## src/rtl/spi_fetch_unit.sv

```systemverilog
// Instruction fetch front end: owns the program counter and reads bytes from a serial
// SPI ROM (mode 0, READ command + address), streaming sequential addresses without re-addressing.
module spi_fetch_unit #(
    parameter int          ADDR_W   = 16,
    parameter int          CLK_DIV  = 1,
    parameter logic [7:0]  READ_CMD = 8'h03
) (
    input  logic              clk,
    input  logic              rst_n,
    input  logic              fetch_req,
    input  logic              pc_load,
    input  logic [ADDR_W-1:0] pc_in,
    output logic [ADDR_W-1:0] pc_out,
    output logic [7:0]        data_out,
    output logic              data_valid,
    output logic              busy,
    output logic              spi_cs_n,
    output logic              spi_sck,
    output logic              spi_mosi,
    input  logic              spi_miso
);
    localparam int TX_W  = 8 + ADDR_W;
    localparam int DIV_W = (CLK_DIV > 1) ? $clog2(CLK_DIV) : 1;
    localparam int BIT_W = $clog2(ADDR_W + 8);

    typedef enum logic [2:0] {IDLE, CSGAP, CMD, ADDR, DATA, DONE} state_t;

    state_t            state_reg, state_next;
    logic [ADDR_W-1:0] pc_reg, stream_addr_reg, pend_addr_reg;
    logic              stream_valid_reg, pend_valid_reg;
    logic [TX_W-1:0]   tx_reg;
    logic [7:0]        rx_reg, data_out_reg;
    logic              data_valid_reg, busy_reg;
    logic              cs_n_reg, sck_reg, mosi_reg;
    logic [DIV_W-1:0]  div_cnt_reg;
    logic [BIT_W-1:0]  bit_cnt_reg;
    logic [1:0]        gap_cnt_reg;

    logic              shifting, tick, sck_rise, bit_end, streamable;
    logic [ADDR_W-1:0] fetch_addr, pc_inc;

    assign shifting   = (state_reg == CMD) || (state_reg == ADDR) || (state_reg == DATA);
    assign tick       = shifting && (div_cnt_reg == DIV_W'(CLK_DIV - 1));
    assign sck_rise   = tick && !sck_reg;
    assign bit_end    = tick && sck_reg;
    // A jump in the same cycle always forces a fresh address phase.
    assign streamable = stream_valid_reg && !cs_n_reg && !pc_load && (stream_addr_reg == pc_reg);
    assign fetch_addr = pc_load ? pc_in : pc_reg;
    assign pc_inc     = pc_reg + ADDR_W'(1);

    always_comb begin
        state_next = state_reg;
        case (state_reg)
            IDLE:  if (fetch_req) state_next = streamable ? DATA : CSGAP;
            CSGAP: if (gap_cnt_reg == 2'd2) state_next = CMD;
            CMD:   if (bit_end && bit_cnt_reg == BIT_W'(7)) state_next = ADDR;
            ADDR:  if (bit_end && bit_cnt_reg == BIT_W'(ADDR_W - 1)) state_next = DATA;
            DATA:  if (bit_end && bit_cnt_reg == BIT_W'(7)) state_next = DONE;
            DONE:  state_next = IDLE;
            default: state_next = IDLE;
        endcase
    end

    always_ff @(posedge clk or negedge rst_n) begin
        if (!rst_n) begin
            state_reg        <= IDLE;
            pc_reg           <= '0;
            stream_addr_reg  <= '0;
            stream_valid_reg <= 1'b0;
            pend_addr_reg    <= '0;
            pend_valid_reg   <= 1'b0;
            tx_reg           <= '0;
            rx_reg           <= '0;
            data_out_reg     <= '0;
            data_valid_reg   <= 1'b0;
            busy_reg         <= 1'b0;
            cs_n_reg         <= 1'b1;
            sck_reg          <= 1'b0;
            mosi_reg         <= 1'b0;
            div_cnt_reg      <= '0;
            bit_cnt_reg      <= '0;
            gap_cnt_reg      <= '0;
        end else begin
            state_reg      <= state_next;
            data_valid_reg <= 1'b0;

            // Bit engine: each bit is CLK_DIV cycles low, then CLK_DIV cycles high.
            if (shifting) begin
                div_cnt_reg <= tick ? '0 : div_cnt_reg + DIV_W'(1);
                if (tick) sck_reg <= !sck_reg;
            end
            if (sck_rise && state_reg == DATA) rx_reg <= {rx_reg[6:0], spi_miso};
            if (bit_end) begin
                bit_cnt_reg <= (state_next != state_reg) ? '0 : bit_cnt_reg + BIT_W'(1);
                if (state_reg == CMD || state_reg == ADDR) begin
                    tx_reg   <= tx_reg << 1;
                    mosi_reg <= tx_reg[TX_W-2];
                end
            end

            case (state_reg)
                IDLE: begin
                    if (pc_load) begin
                        pc_reg           <= pc_in;
                        stream_valid_reg <= 1'b0;
                    end
                    if (fetch_req) begin
                        busy_reg    <= 1'b1;
                        div_cnt_reg <= '0;
                        bit_cnt_reg <= '0;
                        tx_reg      <= {READ_CMD, fetch_addr};
                        if (!streamable) begin
                            // Cold start drops CS now; a broken stream raises CS for two cycles first.
                            cs_n_reg    <= !cs_n_reg;
                            gap_cnt_reg <= cs_n_reg ? 2'd2 : 2'd0;
                        end
                    end
                end
                CSGAP: begin
                    if (gap_cnt_reg == 2'd1) cs_n_reg <= 1'b0;
                    if (gap_cnt_reg != 2'd2) gap_cnt_reg <= gap_cnt_reg + 2'd1;
                    else                     mosi_reg    <= tx_reg[TX_W-1];
                end
                DONE: begin
                    data_out_reg   <= rx_reg;
                    data_valid_reg <= 1'b1;
                    busy_reg       <= 1'b0;
                    pend_valid_reg <= 1'b0;
                    if (pc_load) begin
                        pc_reg           <= pc_in;
                        stream_valid_reg <= 1'b0;
                    end else if (pend_valid_reg) begin
                        pc_reg           <= pend_addr_reg;
                        stream_valid_reg <= 1'b0;
                    end else begin
                        pc_reg           <= pc_inc;
                        stream_addr_reg  <= pc_inc;
                        stream_valid_reg <= (pc_inc != '0);
                    end
                end
                default: begin
                    if (pc_load) begin
                        pend_addr_reg  <= pc_in;
                        pend_valid_reg <= 1'b1;
                    end
                end
            endcase
        end
    end

    assign pc_out     = pc_reg;
    assign data_out   = data_out_reg;
    assign data_valid = data_valid_reg;
    assign busy       = busy_reg;
    assign spi_cs_n   = cs_n_reg;
    assign spi_sck    = sck_reg;
    assign spi_mosi   = mosi_reg;
endmodule

```

## config.mk

```make
export PLATFORM = sky130hd
export DESIGN_NAME = spi_fetch_unit
export DESIGN_NICKNAME = d
export VERILOG_FILES = /design/src/rtl/spi_fetch_unit.sv
export SDC_FILE = /design/constraint.sdc
export NUM_CORES = 1
export LEC_CHECK = 0
export ABC_AREA = 1
export CAP_MARGIN = 20
export CORE_UTILIZATION = 52
export DETAILED_ROUTE_END_ITERATION = 12
export PLACE_DENSITY = 0.76
export SYNTH_ARGS = -nofsm -noshare
export SYNTH_HDL_FRONTEND = slang
export SYNTH_SLANG_ARGS = --single-unit
```

## constraint.sdc

```tcl
create_clock -name clk -period 1.75 [get_ports clk]
set_input_delay 0.175 -clock clk [delete_from_list [all_inputs] [get_ports clk]]
set_output_delay 0.175 -clock clk [all_outputs]
set_load 0.05 [all_outputs]
```

==> results of run 1 <==
-- cells by family (layout without fill, tap and decap cells) --
family	count (synthesis)	in the layout	synth area share (%)
AOI/OAI and AO/OA	145	145	15.2
xor gates and xnor gates	14	14	2.25
adders and majority gates	5	5	1.15
buffers and inverters	107	223	7.82
DFF	106	106	48.6
muxes	17	17	4.13
and+or+nand+nor	263	263	20.9
-- cell usage after synthesis (all sizes together) (9+ instances only) --
| master | number | area (sq um) |
|---|---|---|
| clkbuf | 13 | 48.8 |
| nand4 | 12 | 75.1 |
| dfrtp | 105 | 2630 |
| o211ai | 9 | 67.6 |
| xor2 | 12 | 105 |
| inv | 84 | 318 |
| buf | 10 | 60.1 |
| nand2 | 158 | 613 |
| o21ai | 69 | 345 |
| nand3 | 24 | 120 |
| mux2 | 17 | 225 |
| nor2 | 60 | 262 |
| a21oi | 34 | 170 |
-- worst max path at each step --
stage / startpoint / to / slack [ps] / cells past startpoint
after CTS: bit_cnt_reg[0] / bit_cnt_reg[4] / -80 / 14
after floorplan: pc_out[0] / stream_valid_reg / -40 / 11
after detailed placement: pc_load / bit_cnt_reg[4] / -120 / 14
after global routing: bit_cnt_reg[0] / bit_cnt_reg[2] / -250 / 14
after global placement: pc_load / pend_addr_reg[0] / -60 / 8
final: bit_cnt_reg[0] / bit_cnt_reg[2] / -120 / 13
-- where the power goes --
part / leakage [uW] / switching, uW / internal, uW / total (uW)
combinational: 0.00211 / 3510 / 2400 / 5920
clock: 0.000103 / 888 / 683 / 1570
sequential: 0.00128 / 675 / 3300 / 3980
total: 0.00349 / 5070 / 6390 / 11500
-- layer usage --
metal	wire [um]	part of all wire, %
met5	0	0
met4	335	2.4
met3	728	5.1
met2	6790	48
met1	6340	45
-- final cells by class --
type                            instances  area (sq um)
Fill cell                             788          3220
Sequential cell                       106          2670
Multi-Input combinational cell        444          2560
Timing Repair Buffer                  123          1090
Inverter                               84           323
Tap cell                              136           170
Clock buffer                           10           128
Clock inverter                          6          72.6
-- through the flow --
| stage | util [%] | power (uW) | cells | worst slack [ps] | setup TNS, ps |
|---|---|---|---|---|---|
| floorplan | - | 7450 | 657 | -37.2 | -37.2 |
| global placement | 63.8 | 9230 | 882 | -55.8 | -949 |
| detailed placement | 63.8 | 9440 | 882 | -118 | -1930 |
| CTS | 66.7 | 11100 | 905 | -82.6 | -340 |
| global route | 68.5 | 12200 | 909 | -249 | -2260 |
| finish | 68.5 | 11500 | 909 | -117 | -633 |
-- repair_timing --
item                       in CTS  in global routing
buffers inserted                6                  4
setup endpoints to repair      18                 57
pin swaps                      12                 16
hold endpoints to repair       21                  0
hold buffers                    1                  0
gates resized for setup        17                 52
==> metrics.md, run 1 <==
| Metric | Value |
|---|---|
| Layout Cell Area excl Fill | `~7000 sq um` |
| CP max-delay cell | `dfrtp_1` |
| DIE HEIGHT | `~100 um` |
| Clk_lat worst skew | `390 ps` |
| Worst hold path class | `input port to asynchronous set/reset pin` |
| Mapped Cells | `between 600 and 700` |
| CTS H-tree depth | `3` |
| Die area | `between 10000 and 15000 sq um` |
| Initial antenna violation count | `0` |
| Power Density | `between 1500 and 2000 nW/um^2` |
| Critical Path Source Type | `flip-flop` |
| Met3 usage | `3.13%` |
| Worst path required time | `a little over 2000 ps` |
| CTS sink cnt | `about 110` |
| Max Cap Viol | `0` |
| Pin count of the biggest net entering global routing | `31` |
| Mapped Area | `roughly 5500 sq um` |
| Layout cell share with drive strength beyond 1 | `~25%` |
| Initial DRC count | `317` |
| Yosys reg bits | `106` |
| CP Capture Type | `flip-flop` |
| Routability cong. | `about 0.96` |
| Final Max Tran Viols | `0` |
| Chip width | `104 um` |
| Ant diodes | `0` |
| Final WL | `approximately 14000 um` |
| Least-Margin Pin Slew | `507 ps` |
| Reg2reg start | `bit_cnt_reg[0]` |
| Via count | `4951` |
| Register area share after synthesis | `about 50%` |
| Syn nets | `around 700` |
| First drt pass iteration count | `5` |
| Critical path class | `flip-flop to flip-flop` |
| Most Used Layer, Global Route | `met2` |
| CP Buf/Inv Count | `0` |
| Syn-to-layout area delta | `28.4%` |
| Crit Path Max Fanout | `4` |
| CTS root buf | `clkbuf_8` |
| Ports | `50` |
| Post-DP HPWL | `9970 um` |
| Fin crit share | `107%` |
| Clock Path Buffers | `2` |
| WL/cell | `~16 um` |
| GRT Total Usage | `26.7%` |
| Nets | `794` |
| Endpoints failing hold | `0` |
| CP peak stage delay | `380 ps` |
| WHS | `approximately 240 ps` |
| Clk_skew | `16.1 ps` |
| R2R Path End | `bit_cnt_reg[2]` |
| Commonest non-fill, non-tap cells in the layout | `nand2_1 (142), dfrtp_1 (92), buf_4 (82), inv_1 (76), o21ai_0 (60)` |
| M2 GR Usage | `43.1%` |
| Outcome | `finished, violations left` |
| Vias in the first global route | `4746` |
| Number of flip-flops in the largest register | `24` |
| CP Data Arrival Time | `roughly 2200 ps` |
| Worst VDD drop | `0.000884 V` |
| Final setup margin | `-117 ps` |
| # setup viols final | `7` |
| Port Buffers | `49` |
| CP delay by family, top | `simple AND/OR/NAND/NOR gates` |
| R2R cell count | `13` |
| Antenna-violating nets left | `0` |
| Critical Path, Cell by Cell | `ha_2, nand2_2, nor2_2, ha_2, nand4_1, nor2_1, nor2_2, nand3_1, nand2_1, nand3_2, nand2_2, nand2_4, nor2_2` |
| Rows | `37` |
| Asr flop ratio synth | `100%` |
| Highest clock rate | `between 500 and 600 MHz` |
| GR met1 Demand/Resource | `36.7%` |
| Min Tclk post-route | `around 1900 ps` |
| Via density | `5.45` |
| Yosys warning count | `0` |
| DRC violations left | `0` |
| Global-route wire length before repair | `23200 um` |
| Num CTS Buffers | `9` |
| Initial Util | `53.4%` |
| Failing checks | `negative setup slack` |
| Reg clk slew, reported paths | `110 ps` |
| TritonCTS clock tree | `built` |
| Post-synth EDFFs | `0` |
| Most frequent CP cell | `nor2_2` |
| Slew HR | `66.2%` |
| Leak | `0.00349 uW` |
| Cell variety after synth | `42` |
| Commonest non-fill, non-tap cell in the layout | `nand2_1` |
| Global route overflow | `0` |
| CORE AREA | `10200 sq um` |
| Mean Syn Cell Area | `8.31 sq um` |
| Reg2Reg Setup Slack | `-120 ps` |
| Area of placed instances | `6530 sq um` |
| RSZ-0062 raised after global routing | `yes` |
| Top_reg_cell synth | `dfrtp_1` |
(Power assumes the default switching activity.)
==> inputs of run 2 (changes only) <==
--- a/config.mk
+++ b/config.mk
@@ -7,9 +7,11 @@
 export LEC_CHECK = 0
 export ABC_AREA = 1
 export CAP_MARGIN = 20
-export CORE_UTILIZATION = 52
+export CORE_UTILIZATION = 54
+export CTS_BUF_LIST = sky130_fd_sc_hd__clkbuf_4
 export DETAILED_ROUTE_END_ITERATION = 12
-export PLACE_DENSITY = 0.76
+export PLACE_DENSITY = 0.79
+export SKIP_CTS_REPAIR_TIMING = 1
 export SYNTH_ARGS = -nofsm -noshare
 export SYNTH_HDL_FRONTEND = slang
 export SYNTH_SLANG_ARGS = --single-unit
==> metrics.md, run 2 (synthesized netlist as in run 1, its figures left out) <==
| Metric | Value |
|---|---|
| Outcome | `finished, violations left` |
| Failing checks | `negative setup slack` |
| Met3 usage | `5.56%` |
| Commonest non-fill, non-tap cell in the layout | `nand2_1` |
| Fin crit share | `110%` |
| Net switching power | `5620 uW` |
| RSZ-0062 raised after global routing | `yes` |
| Final Power | `about 12000 uW` |
| Syn-to-layout area delta | `36.5%` |
| CP max-delay cell | `dfrtp_1` |
| Most frequent CP cell | `nand2_2` |
| Rows | `36` |
| CTS sink cnt | `106` |
| Area of placed instances | `6550 sq um` |
| Chip width | `~100 um` |
| Highest clock rate | `521 MHz` |
| Reg clk slew, reported paths | `190 ps` |
| Int Power | `6300 uW` |
| Final WL | `16500 um` |
| Setup crit start | `bit_cnt_reg[0]` |
| CTS H-tree depth | `3` |
| CP Buf/Inv Count | `0` |
| Crit Path Max Fanout | `4` |
| Critical Path Source Type | `flip-flop` |
| Pin count of the biggest net entering global routing | `43` |
| First drt pass iteration count | `6` |
| Routability cong. | `1.02` |
| Reg2Reg Setup Slack | `-170 ps` |
| Max Cap Viol | `0` |
| Layout Cell Area excl Fill | `7450 sq um` |
| Clk pwr share | `10.3%` |
| Initial antenna violation count | `1` |
| Number of flip-flops in the largest register | `24` |
| CTS root buf | `clkbuf_4` |
| Commonest non-fill, non-tap cells in the layout | `nand2_1 (128), dfrtp_1 (92), buf_4 (89), inv_1 (76), o21ai_0 (58)` |
| Initial DRC count | `438` |
| CP delay by family, top | `simple AND/OR/NAND/NOR gates` |
| Initial Util | `55.8%` |
| Worst path required time | `2190 ps` |
| DRC violations left | `0` |
| Via density | `approximately 6` |
| Critical path class | `flip-flop to flip-flop` |
| GRT Total Usage | `28.1%` |
| Final setup margin | `-170 ps` |
| Least-Margin Pin Slew | `633 ps` |
| Nets | `817` |
| CP Capture Type | `flip-flop` |
| Most Used Layer, Global Route | `met2` |
| Reg2reg start | `bit_cnt_reg[0]` |
| GR met1 Demand/Resource | `39.0%` |
| Share of total power in sequential cells | `34.1%` |
| Die area | `10500 sq um` |
| Layout cell share with drive strength beyond 1 | `31.0%` |
| M2 GR Usage | `43.1%` |
| Ports | `50` |
| Min Tclk post-route | `around 1900 ps` |
| Critical Path, Cell by Cell | `ha_2, nand2_2, nor2_2, ha_2, nand4_1, nand2_2, nand2_1, nor2_1, nand2_1, nand2_2, nand3_2, nand2_2, nand2_4, nor2_2` |
| CP Data Arrival Time | `2360 ps` |
| Vias in the first global route | `4684` |
| Worst hold path class | `input port to asynchronous set/reset pin` |
| R2R Path End | `bit_cnt_reg[2]` |
| Clock Path Buffers | `2` |
| # setup viols final | `53` |
| Post-DP HPWL | `~9900 um` |
| TritonCTS clock tree | `built` |
| Setup TNS | `-3630 ps` |
| Global route overflow | `0` |
| Num CTS Buffers | `9` |
| Antenna-violating nets left | `0` |
| Switch share | `47.1%` |
| CORE AREA | `9770 sq um` |
| Comb power frac | `around 56%` |
| Clk_lat worst skew | `510 ps` |
| Endpoints failing hold | `0` |
| Via count | `5453` |
| Port Buffers | `49` |
| DIE HEIGHT | `103 um` |
| Post-Route Utilization | `roughly 76%` |
| Final Max Tran Viols | `0` |
| Worst VDD drop | `0.00107 V` |
| CP peak stage delay | `400 ps` |
| Leak | `around 0.0037 uW` |
| Fillers | `647` |
| R2R cell count | `14` |
| WL/cell | `17.8 um` |
| Slew HR | `57.3%` |
| Clk_skew | `between 20 and 30 ps` |
| Global-route wire length before repair | `22300 um` |
| Power Density | `1600 nW/um^2` |
[run 2: changes by cell type in the layout (fill, tap and decap cells not counted), moves of 6 or more]
cell,delta
nand2_2,+11
clkbuf_4,+9
a21oi_4,+7
dlymetal6s2s_1,+6
nand2_1,-14
buf_6,+9
a21oi_1,-6
buf_4,+7
clkbuf_8,-9
[run 2: worst reg2reg max path, cell delays in order, from the launching register on]
cell     delay [ps]
dfrtp_1         400
ha_2            200
nand2_2          70
nor2_2           90
ha_2            170
nand4_1         150
nand2_2         150
nand2_1          60
nor2_1           90
nand2_1          80
nand2_2          80
nand3_2          90
nand2_2          90
nand2_4          60
nor2_2          110
[run 2: power groups by stage]
| stage | sequential [uW] | combinational (uW) | clock [uW] |
|---|---|---|---|
| final | 4060 | 6640 | 1220 |
| after global routing | 4140 | 7070 | 1360 |
| after CTS | 3920 | 5580 | 1250 |
| after detailed placement | 3960 | 5550 | 0 |
| after global placement | 3930 | 5400 | 0 |
| after floorplan | 4600 | 2850 | 0 |
[run 2: layout make-up]
| type | count | area, sq um | share of cell area, % |
|---|---|---|---|
| multi-input cells | 447 | 2810 | 37.8 |
| flip-flops and latches | 106 | 2670 | 35.8 |
| repair buffers | 143 | 1340 | 17.9 |
| inverters | 84 | 333 | 4.47 |
| well taps | 133 | 166 | 2.23 |
| clock buffers | 9 | 67.6 | 0.907 |
| clock inverters | 7 | 62.6 | 0.839 |
| diodes | 1 | 2.50 | 0.0336 |
[run 2: per-layer routing]
metal / vias to the layer above / share of wire [%] / wire [um]
met5: - / 0 / 0
met4: 0 / 4.1 / 680
met3: 73 / 8.6 / 1420
met1: 2610 / 39 / 6380
met2: 343 / 49 / 8050
li1: 2427 / - / -
[run 2: worst max-delay path by stage]
| stage | to | slack (ps) | cells after the start |
|---|---|---|---|
| 5_1_grt | bit_cnt_reg[2] | -280 | 14 |
| 6_report | bit_cnt_reg[2] | -170 | 14 |
| 2_1_floorplan | stream_valid_reg | -40 | 11 |
| 4_1_cts | pc_out[10] | -200 | 1 |
| 3_3_place_gp | bit_cnt_reg[2] | -40 | 14 |
| 3_5_place_dp | bit_cnt_reg[2] | -120 | 14 |
[run 2: through the flow]
step	setup WS [ps]	instances	hold slack, ps
global placement	-38.0	881	155
finish	-170	930	136
global route	-279	930	162
CTS	-199	897	-411
detailed placement	-115	881	163
floorplan	-37.2	657	-121
